**src/rtl/m1_session_arbiter.sv**
```systemverilog
// Round-robin arbiter and session sequencer for the shared ticket/payment unit.
// One kiosk at a time owns the unit for ticket -> two payments -> validate, with idle timeout and abort.
module m1_session_arbiter #(
  parameter int NREQ    = 4,
  parameter int TIMEOUT = 16
) (
  input  logic                    clk,
  input  logic                    R,
  input  logic [NREQ-1:0]         req,
  input  logic                    iT,
  input  logic                    iM,
  output logic [NREQ-1:0]         gnt,
  output logic [$clog2(NREQ)-1:0] owner,
  output logic                    busy,
  output logic                    T,
  output logic                    V,
  output logic [1:0]              D,
  output logic                    abort
);

  localparam int OW = $clog2(NREQ);
  localparam int TW = $clog2(TIMEOUT);

  typedef enum logic [2:0] {IDLE, TICKET, PAY1, PAY2, DONE, ABORT} state_t;

  state_t        state_q, state_d;
  logic [OW-1:0] owner_q, owner_d;
  logic [OW-1:0] ptr_q, ptr_d;
  logic [TW-1:0] timer_q, timer_d;

  logic [OW-1:0] winner;
  logic [OW-1:0] idx;
  logic [OW:0]   sum;
  logic          found;
  logic          advance;
  logic [OW-1:0] owner_next;

  always_ff @(posedge clk or negedge R) begin
    if (!R) begin
      state_q <= IDLE;
      owner_q <= '0;
      ptr_q   <= '0;
      timer_q <= '0;
    end else begin
      state_q <= state_d;
      owner_q <= owner_d;
      ptr_q   <= ptr_d;
      timer_q <= timer_d;
    end
  end

  // First requester at or after ptr, wrapping past NREQ-1 back to 0.
  always_comb begin
    winner = '0;
    found  = 1'b0;
    idx    = '0;
    sum    = '0;
    for (int i = 0; i < NREQ; i++) begin
      sum = {1'b0, ptr_q} + (OW+1)'(i);
      if (sum >= (OW+1)'(NREQ)) sum = sum - (OW+1)'(NREQ);
      idx = sum[OW-1:0];
      if (!found && req[idx]) begin
        found  = 1'b1;
        winner = idx;
      end
    end
  end

  assign owner_next = (owner_q == OW'(NREQ-1)) ? '0 : owner_q + OW'(1);
  assign advance    = ((state_q == TICKET) && iT) ||
                      (((state_q == PAY1) || (state_q == PAY2)) && iM);

  always_comb begin
    state_d = state_q;
    owner_d = owner_q;
    ptr_d   = ptr_q;
    timer_d = timer_q;
    case (state_q)
      IDLE: begin
        if (found) begin
          state_d = TICKET;
          owner_d = winner;
          timer_d = '0;
        end
      end
      TICKET, PAY1, PAY2: begin
        // Owner dropping its request outranks both progress and the timeout.
        if (!req[owner_q]) begin
          state_d = ABORT;
          timer_d = '0;
        end else if (advance) begin
          timer_d = '0;
          case (state_q)
            TICKET:  state_d = PAY1;
            PAY1:    state_d = PAY2;
            default: state_d = DONE;
          endcase
        end else if (timer_q == TW'(TIMEOUT-1)) begin
          state_d = ABORT;
          timer_d = '0;
        end else begin
          timer_d = timer_q + TW'(1);
        end
      end
      DONE, ABORT: begin
        state_d = IDLE;
        ptr_d   = owner_next;
        timer_d = '0;
      end
      default: state_d = IDLE;
    endcase
  end

  always_comb begin
    gnt   = '0;
    busy  = 1'b0;
    T     = 1'b0;
    V     = 1'b0;
    D     = 2'b00;
    abort = 1'b0;
    if (state_q != IDLE) begin
      busy = 1'b1;
      gnt  = {{(NREQ-1){1'b0}}, 1'b1} << owner_q;
    end
    case (state_q)
      PAY1:  T = 1'b1;
      PAY2: begin
        T = 1'b1;
        D = 2'b01;
      end
      DONE: begin
        T = 1'b1;
        D = 2'b10;
        V = 1'b1;
      end
      ABORT:   abort = 1'b1;
      default: ;
    endcase
  end

  assign owner = owner_q;

endmodule
```
**config.mk**
```make
export PLATFORM = sky130hd
export DESIGN_NAME = m1_session_arbiter
export DESIGN_NICKNAME = d
export VERILOG_FILES = /design/src/rtl/m1_session_arbiter.sv
export SDC_FILE = /design/constraint.sdc
export NUM_CORES = 1
export LEC_CHECK = 0
export CORE_MARGIN = 3
export CORE_UTILIZATION = 45
export DETAILED_ROUTE_END_ITERATION = 8
export PLACE_DENSITY = 0.78
export SLEW_MARGIN = 20
export SYNTH_ARGS = -nofsm -noshare
export SYNTH_HDL_FRONTEND = slang
export SYNTH_SLANG_ARGS = --single-unit
```
**constraint.sdc**
```tcl
create_clock -name clk -period 1.63 [get_ports clk]
set_input_delay 0.326 -clock clk [delete_from_list [all_inputs] [get_ports clk]]
set_output_delay 0.326 -clock clk [all_outputs]
set_load 0.05 [all_outputs]
```
==> out/metrics.cfg, run 1 <==
[critical_path]
cp.required_ps = 1780
r2r_slack_ps = -10
rr_worst_depth = 7
arrival_ps = 1850
cp-end-kind = flop
crit_type = primary input to flop
worstReg2RegStart = state_q[2]
startpoint = req[0]
path_max_fanout = 4
crit_path_start_kind = primary input
r2r-end = timer_q[2]

[synth]
netlist_instances = 93
avgSynthCellArea_um2 = 9.42
yosysWarnings = 0
syn_nets = 106
synth_area_um2 = 876
ys_ff_latch = 11
seq_area_frac_synth_pct = 31.4
synth_cell_types = 40

[timing]
min_period_ps = 1700
fin_crit_sh_pct = 104
slew_violations = 0
setup_ws_ps = -71.3
rsz0062_at_grt = true
fin_worst_skew_ps = 11.0
fmax_ghz = 0.588
worstMarginPinSlew_ps = 523
setup_viol = 12
relSlewSlack_pct = 65.0
hold_violations = 0

[grt]
overflow = 0
grt_pass1_vias = 921
grt_pass1_wl_mm = 4.46
grt.total_usage_pct = 24.1
grt_max_degree = 12
antenna_found_initial = 0

[cts]
ctsHoldBuffers = 0
path_clk_slew_ps = 80
clock_latency_ps = 280
h-tree-depth = 1
cts_tree = yes
numCtsBuffers = 3
cts_sinks = 11
root_buffer = clkbuf_4
clk_path_buf_depth = 2

[power]
finalPower_w = 0.00347
leakage_nw = 0.660
cellPowerDensity_nw_per_um2 = 2310
ir_drop_uv = 1220

[floorplanning]
initial_core_util_pct = 49.1
die_x_um = 50.1
chipHeight_um = 50.1
top_level_ports = 20
rows = 15
core_area_um2 = 1780
die_area_um2 = 2510

[place]
portBuffers = 19
dp.cells = 146
gp_congestion = 0.720
dp_slack_ps = -277
place_area_um2 = 1240
dpl.hpwl_mm = 1.59

[routing]
firstDrtPassIters = 4
drtAntennaViolNets = 0
drcViolationCount = 0
wirelength_mm = 3.24
via_per_inst = 6.05
avgRoutedWirePerCell_um = 19.4
drt_iter0_markers = 30
via_count = 1010

[cells_and_area]
diodes = 0
syn_to_final_growth_pct = 71.4
drive_gt1_share_pct = 52.8
finalInstanceArea_um2 = 1500
final_common_cell = buf_4
nNetsFinal = 156
layoutNonFillerInstCount = 167
layout_common_cells = 25 x buf_4, 8 x nand2_1, 7 x clkdlybuf4s50_1, 7 x buf_12

[outcome]
violations = setup timing
status = finished, violations left

[run]
max_cap_violations = 0

[hold_path]
hp-class = primary input to async pin

-- worst max-delay path by stage --
| stage | end | slack (ps) | cells past startpoint |
|---|---|---|---|
| 2_1_floorplan | D[1] | -140 | 4 |
| 3_3_place_gp | owner[0] | -200 | 4 |
| 3_5_place_dp | timer_q[2] | -280 | 6 |
| 4_1_cts | gnt[3] | -50 | 4 |
| 5_1_grt | state_q[2] | -130 | 6 |
| 6_report | owner[1] | -70 | 6 |
-- report_power, final --
group          switching [W]  internal, W  total, W
logic                0.00136      0.00134   0.00270
clock network      0.0000999    0.0000948  0.000195
registers           0.000192     0.000381  0.000573
-- Yosys cell counts (all sizes together) --
library cell / instances / share of area (%)
a32oi: 1 / 1.0
ha: 5 / 7.1
or4: 1 / 1.3
a32o: 2 / 2.3
o21ai: 6 / 4.7
and2: 5 / 3.9
nand4: 1 / 0.71
a31oi: 1 / 0.71
buf: 3 / 3.0
o211ai: 1 / 0.86
a21oi: 2 / 1.1
and3: 1 / 1.3
nor2b: 2 / 1.4
a211o: 1 / 1.0
inv: 9 / 3.9
o2111ai: 1 / 1.0
dfrtp: 11 / 31
mux2: 4 / 5.1
a22o: 1 / 1.0
o31ai: 2 / 3.3
a2111oi: 1 / 1.7
nor3b: 2 / 1.7
nand2b: 2 / 1.4
nand2: 8 / 3.4
nor2: 7 / 3.0
or2: 1 / 0.71
mux2i: 3 / 3.4
o32ai: 1 / 1.0
o221ai: 2 / 2.0
o22ai: 1 / 1.4
nor3: 1 / 1.1
or2b: 1 / 0.86
nand3: 2 / 1.1
o21bai: 1 / 0.86
-- per-stage QoR --
step / utilization [%] / TNS, ps / hold WS, ps
after global placement: 69.3 / -1510 / 534
after detailed placement: 69.3 / -1690 / 540
after global routing: 84.2 / -1220 / 420
after CTS: 78.5 / -255 / 398
after floorplan: - / -168 / 30.4
final: 84.2 / -624 / 389
-- state kept, by name (all words and copies together) (netlist names) --
name	flops
timer_q	4
state_q	3
owner	2
ptr_q	2
-- layout make-up --
class	count	area [um^2]
Sequential cell	11	282
Timing Repair Buffer	48	507
Tap cell	25	31.3
Clock buffer	4	26.3
Inverter	9	36.3
Fill cell	87	282
Multi-Input combinational cell	70	619
-- worst max-delay path, stage by stage --
cell and delay [ps]:
clkdlybuf4s50_1 520, buf_4 160, nor3b_1 50, o21ai_0 290, o211ai_1 210, a32o_1 290
-- cells by family (layout without fill, tap and decap cells) --
| family | Yosys count | in the layout | synth area share (%) |
|---|---|---|---|
| and+or+nand+nor | 34 | 34 | 22.0 |
| adders and majority gates | 5 | 5 | 7.14 |
| muxes | 7 | 7 | 8.57 |
| buffers and inverters | 12 | 61 | 6.86 |
| DFF | 11 | 11 | 31.4 |
| AOI/OAI and AO/OA | 24 | 24 | 24.0 |
-- layer usage --
layer	GRT usage, %	routed length [um]	up-vias
met4	14.3	141	0
met5	0	0	-
met1	27.7	1310	491
li1	-	-	439
met2	40.4	1630	56
met3	5.14	163	24
-- what timing repair did --
action | CTS | global route
pin swaps | 3 | 8
gates resized for setup | 15 | 18
setup buffers | 12 | 6
setup endpoints to repair | 10 | 17
(Power assumes the default switching activity.)
==> inputs of run 2 (changes only) <==
--- a/config.mk
+++ b/config.mk
@@ -7,6 +7,7 @@
 export LEC_CHECK = 0
 export CORE_MARGIN = 3
 export CORE_UTILIZATION = 45
+export CTS_CLUSTER_SIZE = 24
 export DETAILED_ROUTE_END_ITERATION = 8
 export PLACE_DENSITY = 0.78
 export SLEW_MARGIN = 20
==> constraint.sdc (replaced) <==
create_clock -name clk -period 1.7 [get_ports clk]
set_input_delay 0.34 -clock clk [delete_from_list [all_inputs] [get_ports clk]]
set_output_delay 0.34 -clock clk [all_outputs]
set_load 0.05 [all_outputs]
==> run 2 against run 1 <==
Against the previous run: the run still ends with setup timing left; via count fell by 5.1%; largest power group unchanged; register-to-register slack improved by 80 ps; combinational power decreased by 13%; global-route usage decreased by 2.6 points; design area down 5.0%; final cell count fell by 1.8%; count of clock-buffer cells in the layout unchanged; sequential cell count stayed put; core utilization down 4.2 points; hold slack better by 18 ps.
==> out/metrics.cfg, run 2 (synthesized netlist as in run 1, its figures left out) <==
[outcome]
status = finished, violations left
violations = setup timing

[cells_and_area]
nNetsFinal = 153
finalInstanceArea_um2 = 1430
top_register = timer_q
layoutNonFillerInstCount = 164
syn_to_final_growth_pct = 62.9
final_common_cell = buf_4
drive_gt1_share_pct = 49.6
top_regs = timer_q (4), state_q (3)
largest_reg_flops = 4
layout_common_cells = 24 x buf_4, 8 x nand2_1, 7 x inv_1, 7 x clkdlybuf4s50_1, 6 x dfrtp_1
diodes = 0

[power]
p_sw_w = 0.00150
switching_share_pct = 49.0
seq_power_share_pct = 17.1
intPower_w = 0.00157
cellPowerDensity_nw_per_um2 = 2150
p_comb_share_pct = 76.7
leakage_nw = 0.641
ir_drop_uv = 1240
p_clk_share_pct = 6.2
finalPower_w = 0.00307

[routing]
drtAntennaViolNets = 0
firstDrtPassIters = 4
drcViolationCount = 0
via_count = 958
via_per_inst = 5.84
avgRoutedWirePerCell_um = 18.7
drt_iter0_markers = 21
wirelength_mm = 3.07

[grt]
grt.total_usage_pct = 21.5
grt_pass1_wl_mm = 3.97
grt_max_degree = 12
grt_pass1_vias = 834
overflow = 0
antenna_found_initial = 0

[critical_path]
cp-end-kind = output port
path_max_fanout = 5
crit_path_start_kind = flop
worstReg2RegStart = state_q[2]
cp.depth = 3
r2r_slack_ps = 70
arrival_ps = 1380
cp.required_ps = 1360
cp_slowest_cell = dfrtp_2
rr_worst_depth = 6
crit_chain = or2b_4, nor2_4, buf_12
slowest_delay_ps = 470
crit_buf_inv = 1
crit_type = flop to output port
critical_path.top_delay_family = flip-flops
r2r-end = state_q[1]

[floorplanning]
chipHeight_um = 50.1
die_area_um2 = 2510
core_area_um2 = 1780
top_level_ports = 20
die_x_um = 50.1
rows = 15
initial_core_util_pct = 49.1

[place]
place_area_um2 = 1200
portBuffers = 19
gp_congestion = 0.753
dpl.hpwl_mm = 1.68
dp.cells = 146

[timing]
relSlewSlack_pct = 62.6
setup_ws_ps = -24.6
fmax_ghz = 0.580
setup_viol = 8
rsz0062_at_grt = true
fin_hold_ws_ps = 406
fin_worst_skew_ps = 12.8
slew_violations = 0
fin_crit_sh_pct = 101
min_period_ps = 1720
worstMarginPinSlew_ps = 559
hold_violations = 0

[cts]
cts_tree = yes
root_buffer = clkbuf_4
clk_path_buf_depth = 2
ctsHoldBuffers = 0
h-tree-depth = 1
path_clk_slew_ps = 80
clock_latency_ps = 290
numCtsBuffers = 3
cts_sinks = 11

[run]
max_cap_violations = 0

[hold_path]
hp-class = primary input to async pin

[run 2: metrics by stage]
stage | worst slack, ps | utilization (%) | TNS [ps]
global route | -70.1 | 80.0 | -533
floorplan | -257 | - | -426
global placement | -148 | 67.5 | -946
detailed placement | -214 | 67.5 | -1350
CTS | -22.2 | 72.6 | -63.7
finish | -24.6 | 80.0 | -74.4
[run 2: power by group through the flow]
stage	Combinational (W)	Clock, W	Sequential (W)
CTS	0.00191	0.000191	0.000506
detailed placement	0.00173	0	0.000521
floorplan	0.00109	0	0.000556
global placement	0.00169	0	0.000510
finish	0.00236	0.000191	0.000525
global route	0.00247	0.000215	0.000533
[run 2: cell type report]
class | instances | area (um^2)
multi-input combinational | 70 | 593
timing repair buffer | 45 | 460
fill | 98 | 357
sequential | 11 | 282
inverter | 9 | 33.8
tap | 25 | 31.3
clock buffer | 4 | 26.3
[run 2: how the worst max path moves through the flow]
stage                          start  endpoint  slack (ps)
after global routing      state_q[2]    gnt[2]         -70
after global placement        req[2]  owner[0]        -150
after CTS                 state_q[1]      D[1]         -20
after detailed placement      req[2]  owner[0]        -210
after floorplan           state_q[1]      D[1]        -260
final                     state_q[1]      D[1]         -20
[run 2: per-layer routing]
metal | vias to the layer above | wire [um] | track usage [%]
li1 | 429 | - | -
met1 | 470 | 1210 | 23.8
met2 | 47 | 1550 | 38.3
met3 | 12 | 197 | 5.74
met4 | 0 | 115 | 8.29
met5 | - | 0 | 0
[run 2: repair_timing]
item                                   4_1_cts  5_1_grt
cloned                                       0        1
gates resized for setup                      7       20
endpoints found under the hold margin        0        0
buffers inserted                             6        7
setup endpoints to repair                    8       10
pin swaps                                    1        6
